`config.mk`:
```
export PLATFORM = sky130hd
export DESIGN_NAME = dds_ad9959_serial_driver
export DESIGN_NICKNAME = d
export VERILOG_FILES = /design/src/rtl/dds_ad9959_serial_driver.sv
export SDC_FILE = /design/constraint.sdc
export NUM_CORES = 1
export LEC_CHECK = 0
export ABC_AREA = 1
export BUFFER_PORTS_ARGS = -buffer_cell sky130_fd_sc_hd__buf_2
export CORE_ASPECT_RATIO = 0.9
export CORE_UTILIZATION = 42
export DETAILED_ROUTE_END_ITERATION = 8
export PLACE_DENSITY = 0.63
export SYNTH_ARGS = -nofsm -noshare
export SYNTH_HDL_FRONTEND = slang
export SYNTH_SLANG_ARGS = --single-unit
```
`constraint.sdc`:
```
create_clock -name i_clk -period 2.55 [get_ports i_clk]
set_clock_uncertainty 0.1 [all_clocks]
set_input_delay 0.51 -clock i_clk [delete_from_list [all_inputs] [get_ports i_clk]]
set_output_delay 0.51 -clock i_clk [all_outputs]
set_load 0.05 [all_outputs]
```
`src/rtl/dds_ad9959_serial_driver.sv`:
```
// AD9959 serial-port driver: single-bit SD0 writes of CSR/FTW/CPOW/ACR for all four
// channels, then an I/O_UPDATE pulse; rewrites whenever the input words change.
module dds_ad9959_serial_driver #(
    parameter int CLK_DIV    = 4,
    parameter int RST_CYCLES = 16,
    parameter int INIT_WAIT  = 64,
    parameter int CS_GAP     = 4,
    parameter int UP_CYCLES  = 4
) (
    input  logic        i_clk,
    input  logic        i_rst_n,
    input  logic [31:0] i_frq0,
    input  logic [31:0] i_frq1,
    input  logic [31:0] i_frq2,
    input  logic [31:0] i_frq3,
    input  logic [15:0] i_phase0,
    input  logic [15:0] i_phase1,
    input  logic [15:0] i_phase2,
    input  logic [15:0] i_phase3,
    input  logic [23:0] i_amp0,
    input  logic [23:0] i_amp1,
    input  logic [23:0] i_amp2,
    input  logic [23:0] i_amp3,
    output logic        o_sclk,
    output logic        o_cs,
    output logic        o_pwd,
    output logic        o_rst,
    output logic        o_up,
    output logic        o_sd0,
    output logic        o_sd1,
    output logic        o_sd2,
    output logic        o_sd3,
    output logic        o_p0,
    output logic        o_p1,
    output logic        o_p2,
    output logic        o_p3
);

    typedef enum logic [2:0] {
        S_RESET,
        S_RSTHOLD,
        S_INITWAIT,
        S_LOAD,
        S_FRAME,
        S_GAP,
        S_UPDATE,
        S_IDLE
    } state_t;

    localparam logic [15:0] DIV_LAST  = 16'(CLK_DIV - 1);
    localparam logic [15:0] RST_LAST  = 16'(RST_CYCLES - 1);
    localparam logic [15:0] INIT_LAST = 16'(INIT_WAIT - 1);
    localparam logic [15:0] GAP_LAST  = 16'(CS_GAP - 1);
    localparam logic [15:0] UP_LAST   = 16'(UP_CYCLES - 1);

    state_t        r_state, w_stateN;
    logic [15:0]   r_cnt, w_cntN;
    logic [5:0]    r_bit, w_bitN;
    logic [3:0]    r_frame, w_frameN;
    logic          r_high, w_highN;
    logic          r_cs, w_csN;
    logic          r_sclk, w_sclkN;
    logic          r_sd0, w_sd0N;
    logic          r_rst, w_rstN;
    logic          r_up, w_upN;
    logic          w_load;
    logic [287:0]  w_live;
    logic [287:0]  r_snap;
    logic [3:0]    w_frameSel;
    logic [1:0]    w_ch;
    logic [31:0]   w_sFrq [4];
    logic [15:0]   w_sPhase [4];
    logic [23:0]   w_sAmp [4];
    logic [39:0]   w_word;
    logic [5:0]    w_len;
    logic [5:0]    w_nextBit;

    assign w_live = {i_amp3, i_amp2, i_amp1, i_amp0,
                     i_phase3, i_phase2, i_phase1, i_phase0,
                     i_frq3, i_frq2, i_frq1, i_frq0};

    always_comb begin
        for (int i = 0; i < 4; i++) begin
            w_sFrq[i]   = r_snap[i*32 +: 32];
            w_sPhase[i] = r_snap[128 + i*16 +: 16];
            w_sAmp[i]   = r_snap[192 + i*24 +: 24];
        end
    end

    // Frame words are left-aligned in 40 bits so bit 39 is always the first bit sent.
    always_comb begin
        case (r_state)
            S_GAP:   w_frameSel = r_frame + 4'd1;
            S_LOAD:  w_frameSel = 4'd0;
            default: w_frameSel = r_frame;
        endcase
        w_ch = w_frameSel[3:2];
        case (w_frameSel[1:0])
            2'd1: begin
                w_word = {8'h04, w_sFrq[w_ch]};
                w_len  = 6'd40;
            end
            2'd2: begin
                w_word = {8'h05, w_sPhase[w_ch], 16'h0000};
                w_len  = 6'd24;
            end
            2'd3: begin
                w_word = {8'h06, w_sAmp[w_ch], 8'h00};
                w_len  = 6'd32;
            end
            default: begin
                w_word = {8'h00, 8'(8'h10 << w_ch), 24'h000000};
                w_len  = 6'd16;
            end
        endcase
        w_nextBit = r_bit + 6'd1;
    end

    always_comb begin
        w_stateN = r_state;
        w_cntN   = r_cnt;
        w_bitN   = r_bit;
        w_frameN = r_frame;
        w_highN  = r_high;
        w_csN    = 1'b1;
        w_sclkN  = 1'b0;
        w_sd0N   = 1'b0;
        w_rstN   = 1'b0;
        w_upN    = 1'b0;
        w_load   = 1'b0;
        case (r_state)
            S_RESET: begin
                w_stateN = S_RSTHOLD;
                w_cntN   = '0;
                w_rstN   = 1'b1;
            end
            S_RSTHOLD: begin
                w_rstN = 1'b1;
                if (r_cnt == RST_LAST) begin
                    w_stateN = S_INITWAIT;
                    w_cntN   = '0;
                    w_rstN   = 1'b0;
                end else begin
                    w_cntN = r_cnt + 16'd1;
                end
            end
            S_INITWAIT: begin
                if (r_cnt == INIT_LAST) begin
                    w_stateN = S_LOAD;
                    w_cntN   = '0;
                end else begin
                    w_cntN = r_cnt + 16'd1;
                end
            end
            S_LOAD: begin
                w_load   = 1'b1;
                w_stateN = S_FRAME;
                w_frameN = '0;
                w_bitN   = '0;
                w_highN  = 1'b0;
                w_cntN   = '0;
                w_csN    = 1'b0;
                w_sd0N   = w_word[39];
            end
            S_FRAME: begin
                w_csN   = 1'b0;
                w_sclkN = r_sclk;
                w_sd0N  = r_sd0;
                // r_bit == w_len marks the single SCLK-low clock before CS releases.
                if (r_bit == w_len) begin
                    w_stateN = S_GAP;
                    w_cntN   = '0;
                    w_csN    = 1'b1;
                    w_sclkN  = 1'b0;
                    w_sd0N   = 1'b0;
                end else if (r_cnt != DIV_LAST) begin
                    w_cntN = r_cnt + 16'd1;
                end else begin
                    w_cntN = '0;
                    if (!r_high) begin
                        w_highN = 1'b1;
                        w_sclkN = 1'b1;
                    end else begin
                        w_highN = 1'b0;
                        w_sclkN = 1'b0;
                        w_bitN  = w_nextBit;
                        if (w_nextBit != w_len) begin
                            w_sd0N = w_word[6'd39 - w_nextBit];
                        end
                    end
                end
            end
            S_GAP: begin
                if (r_cnt == GAP_LAST) begin
                    w_cntN = '0;
                    if (r_frame == 4'd15) begin
                        w_stateN = S_UPDATE;
                        w_upN    = 1'b1;
                    end else begin
                        w_stateN = S_FRAME;
                        w_frameN = w_frameSel;
                        w_bitN   = '0;
                        w_highN  = 1'b0;
                        w_csN    = 1'b0;
                        w_sd0N   = w_word[39];
                    end
                end else begin
                    w_cntN = r_cnt + 16'd1;
                end
            end
            S_UPDATE: begin
                w_upN = 1'b1;
                if (r_cnt == UP_LAST) begin
                    w_stateN = S_IDLE;
                    w_upN    = 1'b0;
                    w_cntN   = '0;
                end else begin
                    w_cntN = r_cnt + 16'd1;
                end
            end
            S_IDLE: begin
                if (w_live != r_snap) begin
                    w_stateN = S_LOAD;
                end
            end
            default: w_stateN = S_RESET;
        endcase
    end

    always_ff @(posedge i_clk) begin
        if (!i_rst_n) begin
            r_state <= S_RESET;
            r_cnt   <= '0;
            r_bit   <= '0;
            r_frame <= '0;
            r_high  <= 1'b0;
            r_cs    <= 1'b1;
            r_sclk  <= 1'b0;
            r_sd0   <= 1'b0;
            r_rst   <= 1'b1;
            r_up    <= 1'b0;
            r_snap  <= '0;
        end else begin
            r_state <= w_stateN;
            r_cnt   <= w_cntN;
            r_bit   <= w_bitN;
            r_frame <= w_frameN;
            r_high  <= w_highN;
            r_cs    <= w_csN;
            r_sclk  <= w_sclkN;
            r_sd0   <= w_sd0N;
            r_rst   <= w_rstN;
            r_up    <= w_upN;
            if (w_load) begin
                r_snap <= w_live;
            end
        end
    end

    assign o_sclk = r_sclk;
    assign o_cs   = r_cs;
    assign o_sd0  = r_sd0;
    assign o_rst  = r_rst;
    assign o_up   = r_up;
    assign o_pwd  = 1'b0;
    assign o_sd1  = 1'b0;
    assign o_sd2  = 1'b0;
    assign o_sd3  = 1'b0;
    assign o_p0   = 1'b0;
    assign o_p1   = 1'b0;
    assign o_p2   = 1'b0;
    assign o_p3   = 1'b0;

endmodule

```
# Word level (Yosys, flattened, before mapping)
# Cells that the tools add are included.
# word_totals
out_inout_bits	13
word_cells	124
ff_bits	323
# classes
n_reduce_logical	12
n_shift	1
bitwise	3
addsub	4
n_lt_le_gt_ge	2
eq_ne	31
muxes	60
# op_table
operator	count
288-bit != test	1
16-bit 2-to-1 mux	7
35-bit case mux with 3 select lines	1
16-bit case mux with 5 select lines	1
32-bit binary-select mux with 2-bit select	1
32-bit 2-to-1 mux	2
24-bit binary-select mux with 2-bit select	1
24-bit 2-to-1 mux	2
6-bit case mux with 3 select lines	2
16-bit binary-select mux with 2-bit select	1
6-bit 2-to-1 mux	5
3-bit case mux with 8 select lines	1
2-bit != test (second input constant)	10
1-bit 2-to-1 mux	19
3-bit 2-to-1 mux	6
16-bit by 1-bit adder with 16-bit output (second input constant)	1
16-bit by 2-bit == test with 1-bit output (second input constant)	1
16-bit by 4-bit == test with 1-bit output (second input constant)	1
16-bit by 6-bit == test with 1-bit output (second input constant)	1
16-bit by 2-bit != test with 1-bit output (second input constant)	1
4-bit case mux with 2 select lines	2
3-bit == test (second input constant)	4
6-bit AND reduction	2
3-bit != test (second input constant)	3
28 further kinds	37

# Depth between registers and ports, before layout
# depth
ltp_word	14
mapped_depth	24

# Worst setup path before layout
# OpenSTA, ideal clock, no wires.
# synth_timing
kind	register -> register
from	register r_state[0]
to	register r_cnt[4]
period_less_slack_ns	2.812
stages_incl_launch_ff	18
arrival_time_ns	2.639
slack_ns	-0.262
setup_time_ns	0.073
t_required_ns	2.377
path_cell_list	dfxtp_1 > buf_2 > nand3_4 > nand2_1 > inv_1 > a21oi_1 > inv_1 > ha_1 > o211ai_1 > a21oi_1 > nand3_1 > o211ai_1 > nand3_1 > inv_1 > nor2_1 > buf_2 > nand3_1 > a21oi_1
# synth_between
elab_chain_cells	7
word_cells_on_any_way	18
# synth_lines
element	line	text
from (decl)	56	state_t r_state, w_stateN;
from (signal assigned)	244	r_state <= w_stateN;
3-bit by 2-bit == test with 1-bit output or 3-bit == test (tied branches)	92, 131	
4-bit case mux with 2 select lines	92	case (r_state)
2-bit == test or 2-bit by 1-bit == test with 1-bit output (tied branches)	98	case (w_frameSel[1:0])
6-bit case mux with 3 select lines	98	
6-bit == test	170	if (r_bit == w_len) begin
16-bit 2-to-1 mux	170	
16-bit case mux with 5 select lines	131	case (r_state)
to (signal assigned)	245	r_cnt <= w_cntN;
to (decl)	57	logic [15:0] r_cnt, w_cntN;
# Parallel ways exist; a longest one is shown, timed or not.
# A chain may end at the register's enable or synchronous reset.

# Worst setup path in the final report
# layout_timing
from	register r_frame[1]
to	register r_sd0, in the netlist o_sd0
# layout_between
elab_chain_cells	14
word_cells_on_any_way	31
# layout_lines
element	line	text
from (decl)	59	logic [3:0] r_frame, w_frameN;
from (signal assigned)	247	r_frame <= w_frameN;
4-bit by 1-bit adder with 4-bit output	93	S_GAP: w_frameSel = r_frame + 4'd1;
4-bit case mux with 2 select lines *	92	
2-bit inverter with 3-bit output (implied by the code)	100, 104, 108	
32-bit binary-select mux with 2-bit select, or another cell as far along	100	w_word = {8'h04, w_sFrq[w_ch]};
32-bit 2-to-1 mux (implied by the code), or another cell as far along (2 in a row)	100	
35-bit case mux with 3 select lines	98	
1-bit binary-select mux with 6-bit select	188	w_sd0N = w_word[6'd39 - w_nextBit];
1-bit 2-to-1 mux (implied by the code)	188	
1-bit 2-to-1 mux	187	if (w_nextBit != w_len) begin
1-bit 2-to-1 mux	180	if (!r_high) begin
1-bit 2-to-1 mux	176	end else if (r_cnt != DIV_LAST) begin
1-bit 2-to-1 mux	170	
1-bit case mux with 3 select lines	131	
to (signal assigned)	251	r_sd0 <= w_sd0N;
to (decl)	63	logic r_sd0, w_sd0N;
# Every way passes the cells marked *; elsewhere a longest branch is shown, timed or not. The select of a mux whose other input is x is not followed.

==> impl_metrics.toml <==
[floorplan]
ios = 303
core_region_area_um2 = 44200
fp-row-count = 73
start_util_pct = 42.6
die_area_um2 = 45700
die_w_um = 225
die_h_um = 203

[clocking]
clk_latency_ns = 0.56
cts_buffers = 39
cts_root_buffer = "clkbuf_16"
cts_max_level = 2
cts_tree = "built"
holdBufCountCts = 0
clk_pin_slew_worst_paths_ns = 0.06
cts.sinks = 323
clock_path_buffers = 3

[final_layout]
fillers = 4352
final_common_cell = "nand2_1"
fin_area_um2 = 23600
mostFrequentLayoutCells = "nand2_1 (649), nor2_1 (448), o21ai_0 (326)"
syn_to_final_growth_pct = 25.1
finalNetCount = 3504
diodes = 0
drive_gt1_share_pct = 19.3
instances_no_fill = 3827

[placed_design]
hpwl_um = 49700
gp_congestion = 0.952
dp.cells = 3736
post-place-ws_ns = -0.356
port_buffers = 294
place_area_um2 = 21500

[logic_synthesis]
syn-mean-instance-area_um2 = 6.53
synthDistinctLibCells = 41
ys_warn_count = 0
netlist_area_um2 = 18900
ys_seq_elements = 323
synth_edf_count = 0
syn_inst = 2888
yosysSeqAreaShare_pct = 34.3
synth_ff_type = "dfxtp_1"
async_flop_share_pct = 0

[sta]
grt_setup_unrepaired = "true"
hold_viol = 0
min_period_over_period_pct = 106
setup_viol = 21
fin_ws_ns = -0.143
worst_pin_slew_ns = 1.19
slew_viol_final = 0
finalCriticalPeriod_ns = 2.69
max_slew_margin_pct = 20.3
fmax_mhz = 371
whs_ns = 0.129

[power_and_ir_drop]
totalPowerFinal_mw = 18.3
p_per_area_nw_per_um2 = 776
p_leak_nw = 9.82
ir_drop_mv = 0.425

[grt]
grt_max_degree = 132
grt_pass1_wl_um = 102000
grt_pass1_vias = 18400
overflow = 0
antenna_found_initial = 3
grt_usage_pct = 28.7

[detailed_routing]
wire_per_inst_um = 17.7
drt_first_iter_violations = 1835
drtAntennaViolNets = 0
via_per_inst = 5.26
drtPass1Iterations = 5
drc = 0
vias = 20100
routed_wl_um = 67700

[status]
status = "finished with violations"
violations = "negative setup slack"

[critical_path]
worstPathRequired_ns = 2.93
crit_type = "register to register"
crit_arrival_ns = 3.08
worstSetupStartpointType = "register"
cp_max_fo = 11
critPathCaptureType = "register"

[flow_run]
cap_violations = 0

[hold_path]
hp-class = "input pin to register"
-- critical path, cell delays in order (launching register included) --
cell	delay, ns
dfxtp_2	0.34
ha_4	0.18
nand2_4	0.07
inv_2	0.05
nor2_4	0.10
nand2_4	0.12
nand2_8	0.19
buf_12	0.16
buf_4	0.11
nand2_1	0.04
o21ai_1	0.16
nand2_1	0.08
nand2_1	0.08
nand2_1	0.12
nand3_1	0.11
nand2_1	0.06
nand3_1	0.08
nand3_1	0.06
nand3_1	0.08
nand3_1	0.08
nand2_1	0.07
nand2_1	0.05
a21oi_1	0.13
-- per-layer routing --
layer	GRT usage, %	wire length [um]
met5	0	35
met1	40.4	30700
met4	10.2	2180
met3	4.27	4940
met2	44.3	29900
-- where the power goes --
| group | switching [mW] | internal [mW] | total (mW) | leakage (nW) |
|---|---|---|---|---|
| sequential | 0.731 | 5.81 | 6.55 | 2.62 |
| clock | 2.22 | 3.63 | 5.86 | 0.647 |
| combinational | 3.41 | 2.49 | 5.90 | 6.56 |
-- final cells by class --
type,count,area [um2],share of cell area [%]
Clock buffer,59,1160,4.93
Inverter,176,686,2.91
Sequential cell,323,6480,27.5
Multi-Input combinational cell,2226,11300,48.0
Timing Repair Buffer,436,3040,12.9
Tap cell,600,751,3.18
Clock inverter,7,160,0.679
-- what timing repair did --
action | in CTS | in global routing
endpoints found under the setup margin | 28 | 75
buffers inserted | 13 | 4
gates cloned | 4 | 5
gates resized for setup | 47 | 90
pin swaps | 12 | 24
-- cell usage after synthesis, drive strengths merged, types with 20 or more instances --
cell type / instances / area share, %
xnor2: 196 / 9.1
a21oi: 142 / 3.8
nor4: 20 / 0.66
nand2: 681 / 14
buf: 50 / 1.7
xor2: 46 / 2.1
dfxtp: 323 / 34
o21ai: 371 / 9.9
clkbuf: 121 / 2.4
nand3: 149 / 4.1
nand4: 59 / 2.0
inv: 173 / 3.4
nor2: 458 / 9.1
or2: 43 / 1.4
-- state kept, by name, summed over array words and instances (netlist names) --
name,flops
o_sclk,1
r_high,1
r_frame,4
o_rst,1
o_up,1
r_bit,6
r_snap,288
o_sd0,1
o_cs,1
r_state,3
r_cnt,16
-- worst paths after layout --
kind | start | endpoint | slack [ns] | cells past startpoint
worst min register to register | r_snap[80] | r_snap[80] | 0.38 | 2
worst min-delay path | i_amp1[17] | r_snap[233] | 0.13 | 3
worst max-delay path | r_frame[1] | o_sd0 | -0.14 | 22
worst max register to register | r_frame[1] | o_sd0 | -0.14 | 22
-- per-stage QoR --
step / setup TNS (ns) / utilization [%]
3_3_place_gp: -3.56 / 48.7
3_5_place_dp: -5.44 / 48.7
6_report: -1.46 / 53.3
2_1_floorplan: 0 / -
5_1_grt: -4.74 / 53.3
4_1_cts: -1.86 / 52.4
-- kinds of logic after synthesis --
logic type	count (synthesis)	share of synthesized area (%)
XOR/XNOR	242	11.2
buffers and inverters	347	7.64
other	1	0.0199
flip-flops	323	34.3
AND/OR/NAND/NOR	1426	31.3
AO/OA/AOI/OAI	537	14.6
adder cells (fa/ha/maj)	12	0.836
No activity file was read; power rests on OpenSTA's default activity.
